## src/rtl/ones_window_classifier.sv

```systemverilog
// Sums clamped per-sample ones counts over WINDOW_LEN accepted samples and
// hands out the sum plus a threshold class bit. ONES_WINDOW_OVERRUN_EN adds a sticky overrun_o.
module ones_window_classifier #(
    parameter int INPUT_FEATURES = 4,
    parameter int WINDOW_LEN     = 8,
    parameter int THRESHOLD      = 16,
    localparam int CNT_W = $clog2(INPUT_FEATURES + 1),
    localparam int SUM_W = $clog2(INPUT_FEATURES * WINDOW_LEN + 1),
    localparam int IDX_W = $clog2(WINDOW_LEN)
) (
    input  logic             clock_i,
    input  logic             reset_i,
    input  logic [CNT_W-1:0] ones_i,
    input  logic             ones_valid_i,
    output logic             ones_ready_o,
    input  logic             clear_i,
    input  logic             result_ready_i,
    output logic             result_valid_o,
    output logic [SUM_W-1:0] sum_o,
    output logic             class_o,
    output logic [IDX_W-1:0] sample_idx_o
`ifdef ONES_WINDOW_OVERRUN_EN
    ,
    output logic             overrun_o
`endif
);

    typedef enum logic {ACCUM, RESULT} state_t;

    localparam logic [CNT_W-1:0] MAX_ONES = CNT_W'(INPUT_FEATURES);
    localparam logic [IDX_W-1:0] LAST_IDX = IDX_W'(WINDOW_LEN - 1);
    localparam logic [31:0]      THRESH_U = THRESHOLD;

    state_t           state;
    logic [SUM_W-1:0] acc;
    logic [CNT_W-1:0] clamped;
    logic [SUM_W-1:0] next_sum;
    logic             accept;

    // Out-of-range counts are clamped so the accumulator can never wrap.
    assign clamped  = (ones_i > MAX_ONES) ? MAX_ONES : ones_i;
    assign next_sum = acc + SUM_W'(clamped);
    assign accept   = ones_valid_i && ones_ready_o;

    always_ff @(posedge clock_i or posedge reset_i) begin
        if (reset_i) begin
            state          <= ACCUM;
            acc            <= '0;
            sample_idx_o   <= '0;
            sum_o          <= '0;
            class_o        <= 1'b0;
            result_valid_o <= 1'b0;
            ones_ready_o   <= 1'b1;
        end else if (clear_i) begin
            // Abort drops any partial window and pending result; sum/class keep history.
            state          <= ACCUM;
            acc            <= '0;
            sample_idx_o   <= '0;
            result_valid_o <= 1'b0;
            ones_ready_o   <= 1'b1;
        end else begin
            case (state)
                ACCUM: begin
                    if (accept) begin
                        if (sample_idx_o == LAST_IDX) begin
                            sum_o          <= next_sum;
                            class_o        <= ({{(32-SUM_W){1'b0}}, next_sum} >= THRESH_U);
                            acc            <= '0;
                            sample_idx_o   <= '0;
                            state          <= RESULT;
                            result_valid_o <= 1'b1;
                            ones_ready_o   <= 1'b0;
                        end else begin
                            acc          <= next_sum;
                            sample_idx_o <= sample_idx_o + IDX_W'(1);
                        end
                    end
                end
                RESULT: begin
                    if (result_ready_i) begin
                        state          <= ACCUM;
                        result_valid_o <= 1'b0;
                        ones_ready_o   <= 1'b1;
                    end
                end
                default: begin
                    state          <= ACCUM;
                    result_valid_o <= 1'b0;
                    ones_ready_o   <= 1'b1;
                end
            endcase
        end
    end

`ifdef ONES_WINDOW_OVERRUN_EN
    always_ff @(posedge clock_i or posedge reset_i) begin
        if (reset_i)
            overrun_o <= 1'b0;
        else if (clear_i)
            overrun_o <= 1'b0;
        else if (ones_valid_i && !ones_ready_o)
            overrun_o <= 1'b1;
    end
`endif

endmodule

```

## config.mk

```make
export PLATFORM = sky130hd
export DESIGN_NAME = ones_window_classifier
export DESIGN_NICKNAME = d
export VERILOG_FILES = /design/src/rtl/ones_window_classifier.sv
export SDC_FILE = /design/constraint.sdc
export NUM_CORES = 1
export LEC_CHECK = 0
export ABC_AREA = 1
export BUFFER_PORTS_ARGS = -buffer_cell sky130_fd_sc_hd__buf_2
export CAP_MARGIN = 20
export CORE_ASPECT_RATIO = 1.2
export CORE_MARGIN = 2
export CORE_UTILIZATION = 40
export DETAILED_ROUTE_END_ITERATION = 6
export GPL_ROUTABILITY_DRIVEN = 1
export HOLD_SLACK_MARGIN = 0.1
export MAX_ROUTING_LAYER = met4
export PLACE_DENSITY_LB_ADDON = 0.25
export SLEW_MARGIN = 20
export SYNTH_ARGS = -nofsm -noshare
export SYNTH_HDL_FRONTEND = slang
export SYNTH_SLANG_ARGS = --single-unit
```

## constraint.sdc

```tcl
create_clock -name clock_i -period 1.7 [get_ports clock_i]
set_clock_uncertainty 0.2 [all_clocks]
set_input_delay 0.085 -clock clock_i [delete_from_list [all_inputs] [get_ports clock_i]]
set_output_delay 0.085 -clock clock_i [all_outputs]
set_load 0.03 [all_outputs]
```

==> impl_results.md, run 1 <==
- Vias in the first global route: 838
- HP Class: in -> async
- Initial antenna violation count: 0
- GR Overflow Total: 0
- Overall routing resource usage: 0.170
- Post-Layout Cell Count: 175
- Clk root buf: clkbuf_4
- Most Frequent Cell on Critical Path: nand3_2
- Number of buffers and inverters on the critical path: 1
- Sw Share: 0.292
- Finished Cell Area: 1240 µm²
- Unrepaired setup endpoints after global routing: yes
- Worst path max stage delay: 0.40 ns
- Sink Count: 19
- Initial core utilization: 0.427
- Mux contribution to synthesized area: 0
- Number of I/O pins: 20
- CP Cell Sequence: ha_2, fa_2, nand3_2, nand3_2, nand3_2, nand2_2, inv_2, nand2_1
- Sequential share of power: 0.560
- DRC Markers: 0
- Fin crit period: 1.65 ns
- Fin. Hold Viols: 0
- Std cell rows: 19
- Die width: 49.3 µm
- Share of cells above drive strength 1: 0.368
- CP delay by family, top: adder cells
- Crit-path max FO: 3
- Clock share of power: 0.278
- Seq cells post-synth: 19
- CORE AREA: 2310 µm²
- DR vias: 833
- Comb pwr share: 0.162
- Post-DP HPWL: 1470 µm
- Status: finished, final reports clean
- Slowest CP cell: dfrtp_1
- Peak VDD IR: 428 µV
- Post-Place Cells: 165
- Synth Area in XOR/XNOR: 0.00889
- Num CTS Buffers: 3
- Global placement routability congestion: 0.849
- Compound-gate portion of the synthesized area: 0.0877
- Detailed Route WL: 2010 µm
- H-tree levels: 1
- PwrDens: 689 nW/µm²
- First-pass GRT wire length: 3510 µm
- Mapped Avg Cell Area: 8.64 µm²
- Min Hold Slack: 0.0958 ns
- Crit Path Category: reg -> reg
- Die Area: 2880 µm²
- Post-layout net count: 159
- Pin count of the biggest net entering global routing: 12
- Die H: 58.4 µm
- # fillers: 228
- Syn nets: 128
- Clock Tree Buf Depth: 2
- Iteration-0 DRC Markers: 9
- Clock transition at path regs: 0.12 ns
- Worst-margin pin slew: 0.439 ns
- Crit share post-route: 0.970
- Overall Power: 856 µW
- TritonCTS clock tree: built
- Max Slew Vio Count: 0
- Internal power: 605 µW
- Switching pwr: 250 µW
- Routed Antenna Nets: 0
- Yosys cell types: 20
- Port bufs: 19
- Post-synthesis adder-cell area fraction: 0.0839
- Via/cell ratio: 4.76
- CP Data Required Time: 1.72 ns
- Fmax: 607 MHz
- Mapped Cells: 114
- Post-Syn Area: 985 µm²
- Placed inst area: 1120 µm²
- Largest family of logic cells by synthesized area: simple AND/OR/NAND/NOR gates
- Max Cap Viol: 0
- Clock latency on the worst-skew pair: 0.31 ns
- Endpoint class of the critical path: flip-flop
- Setup TNS: 0 ns
- Crit path DAT: 1.66 ns
- Yosys warns: 0
- Synth Area in Simple Gates: 0.255
- Detailed-router iteration count before antenna repair: 4
- Antenna diode count: 0
- Register area share after synthesis: 0.484
- Final setup viols: 0
- Lkg Pwr: 0.692 nW
- Area delta synth->final: 26.2%
- Worst setup SP type: flip-flop
- Drt wl/cell: 11.5 µm
- Max-slew headroom: 0.707
-- layout make-up --
cell class	instances	area, µm²	share of cell area
clock buffer	3	22.5	0.0181
clock inverter	1	5.00	0.00403
inverter	18	70.1	0.0564
multi-input combinational	76	462	0.372
sequential	19	479	0.386
tap	31	38.8	0.0312
timing repair buffer	27	165	0.133
-- state kept, by name, summed over array words and instances (netlist names) --
| name | cells |
|---|---|
| sum_o | 6 |
| ones_ready_o | 1 |
| acc | 6 |
| sample_idx_o | 3 |
| class_o | 1 |
| result_valid_o | 1 |
| state | 1 |
-- placed cells by master (no fill, tap or decap), types with 2 or more instances in the layout --
cell type	Yosys	final
nand2_1	31	30
buf_2	0	19
dfrtp_1	18	16
inv_1	13	12
nand3_1	15	10
o21ai_1	6	6
inv_2	5	5
nand2_2	4	5
nand3_2	0	5
ha_1	5	4
dlygate4sd3_1	0	4
buf_4	0	4
o21ai_2	3	3
a21oi_1	3	3
clkbuf_4	0	3
nor2_1	2	2
dfrtp_2	0	2
-- metrics by stage --
stage | setup slack (ns) | util
3_3_place_gp | -0.0526 | 0.488
3_5_place_dp | -0.0962 | 0.488
4_1_cts | -0.0154 | 0.528
5_1_grt | -0.0475 | 0.539
6_report | 0.0517 | 0.539
2_1_floorplan | 0.00827 | -
-- worst min-delay path, cell delays in order --
cell           delay, ns
dlygate4sd3_1       0.53
buf_2               0.12
inv_1               0.32
-- timing repair --
item	CTS	global route
gates resized for setup	6	4
hold buffers	4	0
endpoints found under the hold margin	34	0
setup endpoints to repair	3	8
setup buffers	0	2
pin swaps	3	3
-- synthesized netlist by cell type --
master	number	area share
nand2_1	31	0.12
dfrtp_1	18	0.46
nand3_1	15	0.076
inv_1	13	0.050
o21ai_1	6	0.030
ha_1	5	0.064
inv_2	5	0.019
nand2_2	4	0.025
a21oi_1	3	0.015
o21ai_2	3	0.027
nor2_1	2	0.0076
buf_6	1	0.011
dfstp_2	1	0.027
fa_1	1	0.020
nand4_1	1	0.0064
nor2_4	1	0.011
nor3_2	1	0.010
o21a_1	1	0.0076
o31ai_1	1	0.0076
xnor2_1	1	0.0089
-- metal layers --
layer  global-route usage  part of all wire  vias to the layer above
met5                    -                 0                        -
met4               0.0857             0.024                        0
met3               0.0355             0.045                        7
met2                0.282              0.52                       18
met1                0.195              0.41                      386
li1                     -                 -                      422
-- cells by family (layout without fill, tap and decap cells) --
family	count (synthesis)	in the layout
XOR/XNOR	1	1
AO/OA/AOI/OAI	14	14
buffers and inverters	19	49
AND/OR/NAND/NOR	55	55
flip-flops	19	19
adder cells (fa/ha/maj)	6	6
-- path summary, 6_finish.rpt --
path,from,endpoint,slack (ns),cells after the start
worst min register to register,sum_o[2],sum_o[2],0.29,2
worst min-delay path,reset_i,sum_o[1],0.1,3
max in group asynchronous,reset_i,ones_ready_o,0.63,4
min in group clock_i,ones_i[2],sum_o[2],0.16,4
worst max-delay path,acc[0],class_o,0.05,8
worst max register to register,acc[0],class_o,0.05,8
-- power by group through the flow --
stage                     combinational (mW)  clock, mW  sequential (mW)
after floorplan                       0.0728          0            0.504
after global placement                 0.128          0            0.488
after detailed placement               0.132          0            0.488
after CTS                              0.142      0.247            0.479
after global routing                   0.160      0.257            0.482
final                                  0.139      0.237            0.480
No activity file was read; power rests on OpenSTA's default activity.
==> run 2, diff against run 1 <==
--- a/config.mk
+++ b/config.mk
@@ -8,13 +8,11 @@
 export ABC_AREA = 1
 export BUFFER_PORTS_ARGS = -buffer_cell sky130_fd_sc_hd__buf_2
 export CAP_MARGIN = 20
-export CORE_ASPECT_RATIO = 1.2
 export CORE_MARGIN = 2
-export CORE_UTILIZATION = 40
+export CORE_UTILIZATION = 47
 export DETAILED_ROUTE_END_ITERATION = 6
 export GPL_ROUTABILITY_DRIVEN = 1
 export HOLD_SLACK_MARGIN = 0.1
-export MAX_ROUTING_LAYER = met4
 export PLACE_DENSITY_LB_ADDON = 0.25
 export SLEW_MARGIN = 20
 export SYNTH_ARGS = -nofsm -noshare
==> run 2 against run 1 <==
Register-to-register slack is essentially flat; clock power shrank 4%; via count grew 3.2%; maximum frequency shrank 0.76%; final area grew 2.8%; worst hold slack gained 0.043 ns; combinational power grew 3%; first-iteration DRC count grew 22%; sequential share of layout area shrank 1.1 points; setup slack lost 0.013 ns; non-clock buffer count grew 3.
==> impl_results.md, run 2 (synthesis gave the netlist of run 1 again) <==
- Status: finished, final reports clean
- Layout Utilization: 0.651
- Clock Tree Buf Depth: 2
- Detailed Route WL: 2000 µm
- Post-DP HPWL: 1450 µm
- Port bufs: 19
- Endpoint class of the critical path: flip-flop
- HP Class: in -> async
- Setup TNS: 0 ns
- Post-Place Cells: 163
- DRC Markers: 0
- Max Slew Vio Count: 0
- Crit Path Category: reg -> reg
- Clock transition at path regs: 0.11 ns
- Commonest non-fill, non-tap cell in the layout: nand2_1
- Vias in the first global route: 862
- Initial antenna violation count: 0
- Fin crit period: 1.66 ns
- Most frequent cells in the layout: nand2_1, buf_2, dfrtp_1
- Die width: 49.8 µm
- Area delta synth->final: 29.7%
- Global placement routability congestion: 0.838
- Fin. Hold Viols: 0
- GR Overflow Total: 0
- FF-to-FF End: class_o
- CORE AREA: 1960 µm²
- Post-Layout Cell Count: 174
- Antenna diode count: 0
- Iteration-0 DRC Markers: 11
- Share of cells above drive strength 1: 0.374
- Crit path DAT: 1.70 ns
- PwrDens: 667 nW/µm²
- CP Data Required Time: 1.74 ns
- Detailed-router iteration count before antenna repair: 4
- # fillers: 178
- Clock latency on the worst-skew pair: 0.29 ns
- Die Area: 2480 µm²
- Overall routing resource usage: 0.186
- Post-layout net count: 162
- Crit-path max FO: 3
- Die H: 49.8 µm
- Overall Power: 852 µW
- Via/cell ratio: 4.94
- Peak VDD IR: 462 µV
- Pin count of the biggest net entering global routing: 13
- Worst setup SP type: flip-flop
- H-tree levels: 1
- Routed Antenna Nets: 0
- Number of I/O pins: 20
- R2R Setup Slk: 0.04 ns
- DR vias: 860
- Num CTS Buffers: 3
- Worst r2r src: acc[0]
- Worst Reg-to-Reg Cells: 9
- Biggest regs: acc (6), sum_o (6), sample_idx_o (3)
- Unrepaired setup endpoints after global routing: yes
- Drt wl/cell: 11.5 µm
- Fmax: 602 MHz
- Worst-margin pin slew: 0.459 ns
- Final setup viols: 0
- Std cell rows: 16
- First-pass GRT wire length: 3600 µm
- Max Cap Viol: 0
- Crit share post-route: 0.977
- TritonCTS clock tree: built
- Max-slew headroom: 0.693
- Clk root buf: clkbuf_4
- Lkg Pwr: 0.699 nW
- Sink Count: 19
- Initial core utilization: 0.502
-- run 2: cell types whose count changed in the layout (fill, tap and decap cells not counted), sizes merged --
cell	delta
buf	+3
clkbuf	+1
clkinv	-1
-- run 2: where the power goes --
group,switching (mW),internal [mW]
Combinational,0.0903,0.0525
Clock,0.136,0.0911
Sequential,0.0149,0.468
-- run 2: through the flow --
step | hold slack [ns] | setup slack (ns) | instance area (µm²)
floorplan | -0.165 | 0.00827 | 987
global placement | -0.0880 | -0.0429 | 1130
detailed placement | -0.0812 | -0.0725 | 1130
CTS | 0.146 | -0.0126 | 1230
global route | 0.179 | -0.0208 | 1280
finish | 0.138 | 0.0390 | 1280
-- run 2: worst max path at each step --
stage / startpoint / to / slack (ns)
4_1_cts: acc[0] / class_o / -0.01
3_5_place_dp: acc[0] / class_o / -0.07
3_3_place_gp: acc[0] / class_o / -0.04
2_1_floorplan: acc[0] / class_o / 0.008
6_report: acc[0] / class_o / 0.04
5_1_grt: acc[0] / class_o / -0.02
-- run 2: critical path, cell delays in order, from the launching register on --
cell     delay, ns
dfrtp_1       0.40
ha_2          0.20
fa_2          0.37
nand2_1       0.08
nand2_1       0.07
nand3_2       0.08
nand3_2       0.07
nand2_1       0.06
inv_1         0.04
nand2_1       0.04
-- run 2: cell type report --
type | count | area, µm² | share of cell area
repair buffers | 30 | 188 | 0.147
flip-flops and latches | 19 | 479 | 0.375
clock buffers | 4 | 26.3 | 0.0206
well taps | 27 | 33.8 | 0.0264
inverters | 18 | 70.1 | 0.0548
multi-input cells | 76 | 480 | 0.376
-- run 2: layer usage --
metal / part of all wire / up-vias / GRT usage
met5: 0 / - / 0
met4: 0.0060 / 0 / 0.0648
met3: 0.026 / 2 / 0.0273
met2: 0.52 / 12 / 0.331
met1: 0.44 / 414 / 0.228
li1: - / 432 / -
-- run 2: repair_timing --
action | CTS | global route
endpoints found under the setup margin | 4 | 11
endpoints found under the hold margin | 30 | 0
buffers inserted | 1 | 2
pin swaps | 4 | 4
hold buffers | 4 | 0
gates resized for setup | 5 | 7
==> run 3, diff against run 2 <==
--- a/config.mk
+++ b/config.mk
@@ -9,11 +9,12 @@
 export BUFFER_PORTS_ARGS = -buffer_cell sky130_fd_sc_hd__buf_2
 export CAP_MARGIN = 20
 export CORE_MARGIN = 2
-export CORE_UTILIZATION = 47
+export CORE_UTILIZATION = 39
 export DETAILED_ROUTE_END_ITERATION = 6
 export GPL_ROUTABILITY_DRIVEN = 1
 export HOLD_SLACK_MARGIN = 0.1
 export PLACE_DENSITY_LB_ADDON = 0.25
+export SETUP_SLACK_MARGIN = 0.15
 export SLEW_MARGIN = 20
 export SYNTH_ARGS = -nofsm -noshare
 export SYNTH_HDL_FRONTEND = slang
==> run 3 against run 2 <==
Sequential cell count stayed put; die area increased by 19%; final area up 4.4%; power rose by 4.5%; non-clock buffer count down 3; critical path type unchanged; sequential share of layout area down 1.6 points; routed wire length grew 5.1%; count of clock-buffer cells in the layout unchanged; worst hold slack worse by 0.016 ns; global-route usage is 3.5 points lower.
==> impl_results.md, run 3 (synthesis gave the netlist of run 1 again) <==
- Detailed-router iteration count before antenna repair: 4
- Global placement routability congestion: 0.799
- Overall Power: 891 µW
- Fin crit period: 1.68 ns
- Iteration-0 DRC Markers: 10
- Post-Layout Cell Count: 174
- Max Cap Viol: 0
- Antenna diode count: 0
- Initial core utilization: 0.405
- # fillers: 233
- Std cell rows: 18
- Overall routing resource usage: 0.151
- Via/cell ratio: 4.75
- Die Area: 2940 µm²
- Commonest non-fill, non-tap cell in the layout: nand2_1
- Clock latency on the worst-skew pair: 0.30 ns
- Initial antenna violation count: 0
- Final setup viols: 0
- Status: finished, final reports clean
- Max-slew headroom: 0.838
- Vias in the first global route: 757
- Num CTS Buffers: 3
- Area delta synth->final: 35.5%
- Unrepaired setup endpoints after global routing: yes
- Sink Count: 19
- DRC Markers: 0
- Die H: 54.2 µm
- Fin. Hold Viols: 0
- Post-Place Cells: 163
- HP Class: in -> async
- Endpoint class of the critical path: flip-flop
- GR Overflow Total: 0
- First-pass GRT wire length: 3220 µm
- Die width: 54.2 µm
- Routed Antenna Nets: 0
- Fmax: 596 MHz
- Peak VDD IR: 510 µV
- Crit share post-route: 0.987
- H-tree levels: 1
- Worst r2r src: acc[0]
- DR vias: 827
- Max Slew Vio Count: 0
- Detailed Route WL: 2110 µm
- Share of cells above drive strength 1: 0.424
- Crit Path Category: reg -> reg
- Worst setup SP type: flip-flop
- Post-DP HPWL: 1500 µm
- Most frequent cells in the layout: nand2_1, buf_2, dfrtp_1
- Crit-path max FO: 3
- Clk root buf: clkbuf_4
- Clock Tree Buf Depth: 2
- Crit. Startpoint: acc[0]
- Clock transition at path regs: 0.11 ns
- Crit path DAT: 1.67 ns
- CP Data Required Time: 1.69 ns
- Port bufs: 19
- Drt wl/cell: 12.1 µm
- Post-layout net count: 159
- Lkg Pwr: 0.695 nW
- CORE AREA: 2430 µm²
- PwrDens: 668 nW/µm²
- Biggest regs: acc (6), sum_o (6), sample_idx_o (3)
- Pin count of the biggest net entering global routing: 20
- TritonCTS clock tree: built
- Worst-margin pin slew: 0.243 ns
- Number of I/O pins: 20
==> run 3: area by class of cell <==
class	count	area, µm²	area share
clock buffers	4	26.3	0.0197
inverters	18	70.1	0.0525
multi-input cells	76	552	0.414
flip-flops and latches	19	479	0.359
well taps	30	37.5	0.0281
repair buffers	27	169	0.127
==> run 3: what timing repair did <==
item	4_1_cts	5_1_grt
hold buffers	4	0
resized for setup	3	13
setup buffers	2	1
hold endpoints to repair	31	0
setup endpoints to repair	11	16
pin swaps	5	8
==> run 3: final timing paths <==
| kind | cells past startpoint | slack, ns | to |
|---|---|---|---|
| worst max-delay path | 5 | 0.02 | acc[2] |
| worst min-delay path | 4 | 0.12 | sum_o[5] |
| worst max register to register | 5 | 0.02 | acc[2] |
| worst min register to register | 2 | 0.28 | sum_o[5] |
| max in group asynchronous | 4 | 0.92 | ones_ready_o |
| min in group clock_i | 4 | 0.12 | sum_o[2] |
==> run 3: metal layers <==
metal	global-route usage	up-vias	part of all wire
met5	0	-	0
met4	0.0375	0	0.010
met3	0.0328	4	0.030
met2	0.245	11	0.48
met1	0.205	384	0.48
li1	-	428	-
==> run 3: power breakdown <==
| group | switching (mW) | internal (mW) |
|---|---|---|
| combinational | 0.101 | 0.0702 |
| sequential | 0.0175 | 0.468 |
| clock | 0.143 | 0.0916 |
| total | 0.261 | 0.629 |
==> run 3: critical path, stage by stage, from the launching register on <==
cell     delay (ns)
dfrtp_1        0.40
ha_2           0.20
fa_2           0.37
buf_4          0.17
xnor2_4        0.15
o21ai_1        0.08
==> run 3: metrics by stage <==
| stage | setup TNS (ns) | util | area, µm² | setup slack (ns) | hold WS (ns) |
|---|---|---|---|---|---|
| global route | -0.0735 | 0.548 | 1330 | -0.0277 | 0.129 |
| detailed placement | -0.0209 | 0.477 | 1160 | -0.0209 | -0.0831 |
| global placement | 0 | 0.477 | 1160 | 0.0114 | -0.0838 |
| finish | 0 | 0.548 | 1330 | 0.0229 | 0.122 |
| CTS | 0 | 0.517 | 1260 | 0.0418 | 0.138 |
| floorplan | 0 | - | 1030 | 0.0744 | -0.165 |
